===== src/rtl/pipe_csa_adder.sv =====
// pipe_csa_adder: WIDTH-bit adder pipelined as a chain of 2-bit full-adder slices, one slice per stage.
// Defining PIPE_CSA_OVF_EN adds a registered signed-overflow output; otherwise ovf is tied low.
module pipe_csa_adder #(
    parameter int WIDTH = 32
) (
    input  logic             clk,
    input  logic             rst,
    input  logic             in_valid,
    output logic             in_ready,
    input  logic [WIDTH-1:0] a,
    input  logic [WIDTH-1:0] b,
    input  logic             c_in,
    output logic             out_valid,
    input  logic             out_ready,
    output logic [WIDTH-1:0] sum,
    output logic             c_out,
    output logic             ovf
);

    localparam int N = WIDTH / 2;

    logic adv;

    // The whole pipe moves as one unit; a stalled output freezes every stage.
    assign adv      = !out_valid || out_ready;
    assign in_ready = adv;

    genvar gi;
    generate
        for (gi = 0; gi < N; gi++) begin : stg
            logic [WIDTH-1:2*gi] a_src;
            logic [WIDTH-1:2*gi] b_src;
            logic                cin;
            logic                vin;
            logic [2*gi+1:0]     sum_next;
            logic [1:0]          fa_s;
            logic [1:0]          fa_c;
            logic                valid_reg;
            logic                carry_reg;
            logic [2*gi+1:0]     sum_reg;

            if (gi == 0) begin : g_head
                assign a_src    = a;
                assign b_src    = b;
                assign cin      = c_in;
                assign vin      = in_valid;
                assign sum_next = fa_s;
            end else begin : g_body
                assign a_src    = stg[gi-1].g_skew.a_reg;
                assign b_src    = stg[gi-1].g_skew.b_reg;
                assign cin      = stg[gi-1].carry_reg;
                assign vin      = stg[gi-1].valid_reg;
                assign sum_next = {fa_s, stg[gi-1].sum_reg};
            end

            // FA2 slice: fa_c[0] is the carry into the upper bit, fa_c[1] the slice carry-out.
            assign fa_s[0] = a_src[2*gi] ^ b_src[2*gi] ^ cin;
            assign fa_c[0] = (a_src[2*gi] & b_src[2*gi])
                           | (cin & (a_src[2*gi] ^ b_src[2*gi]));
            assign fa_s[1] = a_src[2*gi+1] ^ b_src[2*gi+1] ^ fa_c[0];
            assign fa_c[1] = (a_src[2*gi+1] & b_src[2*gi+1])
                           | (fa_c[0] & (a_src[2*gi+1] ^ b_src[2*gi+1]));

            always_ff @(posedge clk) begin
                if (rst) begin
                    valid_reg <= 1'b0;
                    carry_reg <= 1'b0;
                    sum_reg   <= '0;
                end else if (adv) begin
                    valid_reg <= vin;
                    carry_reg <= fa_c[1];
                    sum_reg   <= sum_next;
                end
            end

            // Operand skew: only bits of slices not yet consumed travel onward.
            if (gi < N - 1) begin : g_skew
                logic [WIDTH-1:2*gi+2] a_reg;
                logic [WIDTH-1:2*gi+2] b_reg;

                always_ff @(posedge clk) begin
                    if (rst) begin
                        a_reg <= '0;
                        b_reg <= '0;
                    end else if (adv) begin
                        a_reg <= a_src[WIDTH-1:2*gi+2];
                        b_reg <= b_src[WIDTH-1:2*gi+2];
                    end
                end
            end
        end
    endgenerate

    assign out_valid = stg[N-1].valid_reg;
    assign sum       = stg[N-1].sum_reg;
    assign c_out     = stg[N-1].carry_reg;

`ifdef PIPE_CSA_OVF_EN
    logic ovf_reg;

    // Signed overflow: carry into the MSB differs from carry out of it.
    always_ff @(posedge clk) begin
        if (rst) begin
            ovf_reg <= 1'b0;
        end else if (adv) begin
            ovf_reg <= stg[N-1].fa_c[1] ^ stg[N-1].fa_c[0];
        end
    end

    assign ovf = ovf_reg;
`else
    assign ovf = 1'b0;
`endif

endmodule


===== config.mk =====
export PLATFORM = sky130hd
export DESIGN_NAME = pipe_csa_adder
export DESIGN_NICKNAME = d
export VERILOG_FILES = /design/src/rtl/pipe_csa_adder.sv
export SDC_FILE = /design/constraint.sdc
export NUM_CORES = 2
export LEC_CHECK = 0
export BUFFER_PORTS_ARGS = -buffer_cell sky130_fd_sc_hd__buf_4
export CORE_UTILIZATION = 56
export CTS_CLUSTER_SIZE = 30
export DETAILED_ROUTE_END_ITERATION = 10
export PLACE_DENSITY = 0.76
export SYNTH_ARGS = -nofsm -noshare
export SYNTH_HDL_FRONTEND = slang
export SYNTH_SLANG_ARGS = --single-unit

===== constraint.sdc =====
create_clock -name clk -period 1.53 [get_ports clk]
set_clock_uncertainty 0.1 [all_clocks]
set_input_delay 0.306 -clock clk [delete_from_list [all_inputs] [get_ports clk]]
set_output_delay 0.306 -clock clk [all_outputs]
set_load 0.01 [all_outputs]

======== Word-level counts from Yosys, hierarchy flattened ========
Cells that the tools add are included.
operators by class
  reduce and logical (&&, ||, !) cells .... 2
  bitwise operators ....................... 160
operators by type and width
  operator            count
  $and A1 B1 Y1       64
  $xor A1 B1 Y1       64
  $or A1 B1 Y1        32
  $logic_not A1 Y1    1
  $logic_or A1 B1 Y1  1
storage, ports and cells
  output and inout bits ................... 36
  flip-flop bits (word level) ............. 784

======== Depth between registers and ports, before layout ========
  depth after elaboration ................. 5
  mapped depth ............................ 7
  gate-level depth less buffers ........... 4

======== Worst setup path before layout ========
OpenSTA, ideal clock, no wires.
  kind .................................... register to output
  start point ............................. register stg[15].valid_reg (netlist: out_valid)
  end point ............................... output port in_ready
  slack ................................... -60 ps
  cell stages (with the launch flop) ...... 7
  data arrival time ....................... 1184 ps
  path through ............................ dfxtp_1 nor2b_1 buf_2 buf_6 inv_2 buf_6 buf_4
between the ends
  cells in the longest elaborated chain, start to end .. 2
ends and longest elaborated chain
  element                   RTL line  source
  start: declaration        38        logic valid_reg;
  start signal: assignment  70        valid_reg <= vin;
  $logic_not A1 Y1          25        assign adv = !out_valid || out_ready;
  $logic_or A1 B1 Y1        25
  end: declaration          9         output logic in_ready,
Every way passes these cells.

======== Final worst setup path ========
Ends and elaborated chain as after synthesis.

==> impl_results.md <==
* Async SR Flop Fraction at 0
* Initial antenna violation count at 0
* Inst Count DP at 3,513
* Vias at 19,500
* Area share of the largest cell type after synthesis at 0.504
* Largest net degree at the start of global routing at 85
* Failing checks: setup timing
* Crit-path max FO at 2
* Status: finished, violations left
* Clock latency on the worst-skew pair at 0.62 ns
* Final min period at 1.87 ns
* Most numerous cell in the Yosys netlist: dfxtp_1
* Area after DPL at 33,300 um2
* Number of iterations in the first detailed-routing pass at 5
* Gr usage total at 0.203
* Register area share after synthesis at 0.504
* Sw frac at 0.205
* Die outline width at 238 um
* Crit end category: output port
* Syn_area_per_cell at 11.2 um2
* Gr ovfl total at 0
* CP startpoint kind: flip-flop
* Post-Synth Adder-Cell Area at 0.0206
* Max_cap viols at 0
* Max VDD drop at 1.08 mV
* Iteration-0 DRC Markers at 849
* Pre-CTS setup slack at -0.208 ns
* Setup CP Type: flip-flop to output port
* Layout area overhead at 22.8%
* Core area at 55,000 um2
* Post-route ant nets at 0
* Compound-cell area share of the yosys netlist at 0.0308
* Die height at 238 um
* Reg power frac at 0.502
* H-Tree Level Count at 3
* Logic gate share of total power at 0.036
* Pint at 32.9 mW
* Hold Slack at 0.0478 ns
* Final instance area at 38,200 um2
* XOR/XNOR Fraction of Synth Area at 0
* Final hold violations at 0
* Mapped Cells at 2,773
* CP arrival at 1.46 ns
* # IOs at 105
* Clk sink count at 784
* Yosys top cell by area: dfxtp_1
* Switch Pwr at 8.47 mW
* Worst setup margin at -0.338 ns
* Worst hold-check path type: input pin to flip-flop
* Total negative slack at -36.31 ns
* Synth cell types at 20
* Avg Vias per Cell at 5.13
* Row Count at 86
* Main synth FF type: dfxtp_1
* HPWL Detailed at 35,400 um
* Util after Layout at 0.695
* Largest cells by area after synthesis: dfxtp_1 50%, mux2i_1 21%, nand2b_1 15%, nand4bb_1 3.1%, fa_1 2.1%
* Die ar. at 56,600 um2
* Ratio of cells with drive above 1 in the final layout at 0.170
* IO Port Bufs at 103
* Syn nets at 2,874
* Mapped Area at 31,200 um2
* Peak Freq at 0.535 GHz
* Post-synth EDFFs at 0
* WL/cell at 16.1 um
* Slew Viols, Final at 0
* R2r setup slk at -0.31 ns
* Initial Util at 0.567
* Final cell count without fillers at 3,791
* RSZ-0062 raised after global routing: yes
* CTS Buf Count at 79
* Vias in the first global route at 19,100
* Placer Congestion at 0.774
* Clk buf depth at 3
* Fraction of synthesized area in multiplexers at 0.207
* P_leak at 13.3 nW
* Yosys warns at 0
* Cell Pwr Density at 1080 nW/um2
* Clk root buf: clkbuf_16
* Synth Register Bits at 784
* Reg clk slew, reported paths at 0.06 ns
* Final setup vio count at 402
* WP data required at 1.12 ns
* Clk pwr share at 0.462
* Tcrit/Tclk final at 1.22
* # diodes at 0
* Drt drc at 0
* Final wirelength at 61,000 um
* CTS tree: done
* Number of flip-flops in the largest register at 240
* Total Power at 41.3 mW
* Combinational family with the most area after synthesis: multiplexers
* Synth cell count leaders: 784 x dfxtp_1, 735 x nand2b_1, 644 x mux2i_1
* Simple-gate portion of the synthesized area at 0.192
* First-pass GRT wire length at 95,000 um
* # nets final at 3,086
[layout make-up]
cell class              count  area [um2]
fillers                  3930       16700
repair buffers            346        4430
clock inverters            17         179
well taps                 748         936
inverters                  82         324
flip-flops and latches    784       15800
clock buffers             122        2410
multi-input cells        1692       14200
[layer usage]
| layer | global-route usage | share of wire | vias to the layer above | wire length, um |
|---|---|---|---|---|
| met5 | 0 | 0 | - | 0 |
| met4 | 0.0626 | 0.018 | 0 | 1110 |
| met3 | 0.0283 | 0.024 | 74 | 1450 |
| met2 | 0.352 | 0.49 | 223 | 30200 |
| met1 | 0.260 | 0.46 | 9313 | 28300 |
| li1 | - | - | 9845 | - |
[repair_timing]
| item | 4_1_cts | 5_1_grt |
|---|---|---|
| setup buffers | 6 | 33 |
| hold endpoints to repair | 61 | 0 |
| gates resized for setup | 101 | 93 |
| pin swaps | 10 | 7 |
| endpoints found under the setup margin | 79 | 576 |
| hold buffers | 61 | 0 |
| cloned | 7 | 33 |
[path summary, 6_finish.rpt]
check / to / from / depth (start not counted)
worst max-delay path: in_ready / out_valid$_SDFFE_PP0P_ / 4
worst min register to register: stg[11].g_skew.a_reg[30]$_SDFFE_PP0P_ / stg[10].g_skew.a_reg[30]$_SDFFE_PP0P_ / 2
worst min-delay path: stg[0].sum_reg[1]$_SDFFE_PP0P_ / b[1] / 4
worst max register to register: stg[2].g_skew.a_reg[22]$_SDFFE_PP0P_ / out_valid$_SDFFE_PP0P_ / 6
[power groups by stage]
| stage | clock, mW | sequential, mW | combinational (mW) |
|---|---|---|---|
| 2_1_floorplan | 0 | 21.2 | 0.913 |
| 3_3_place_gp | 0 | 21.2 | 1.31 |
| 3_5_place_dp | 0 | 21.2 | 1.35 |
| 4_1_cts | 19.5 | 20.8 | 1.48 |
| 5_1_grt | 20.4 | 20.8 | 1.60 |
| 6_report | 19.1 | 20.8 | 1.47 |
[cells in the final DEF, fill, tap and decap left out, drive strengths merged, types with 3 or more instances in the layout]
master and count:
mux2i 644, buf 256, fa 32, bufinv 3, clkbuf 150, inv 85, a211oi 48, clkinv 11
nand4bb 87, o21ai 91, dlygate4sd3 61, dfxtp 784, nand2b 735, nor3b 48, or4bb 4
[worst max-delay path, cell delays in order, from the launching register on]
cell,delay [ns]
dfxtp_4,0.35
nor2b_4,0.20
buf_12,0.15
inv_16,0.04
buf_6,0.11
[cell families after synthesis]
kind of cell / Yosys count
multiplexers: 644
flip-flops: 784
buffers and inverters: 297
other: 1
AND/OR/NAND/NOR: 875
AO/OA/AOI/OAI: 140
adder cells (fa/ha/maj): 32
Power figures use the tool's default switching activity.
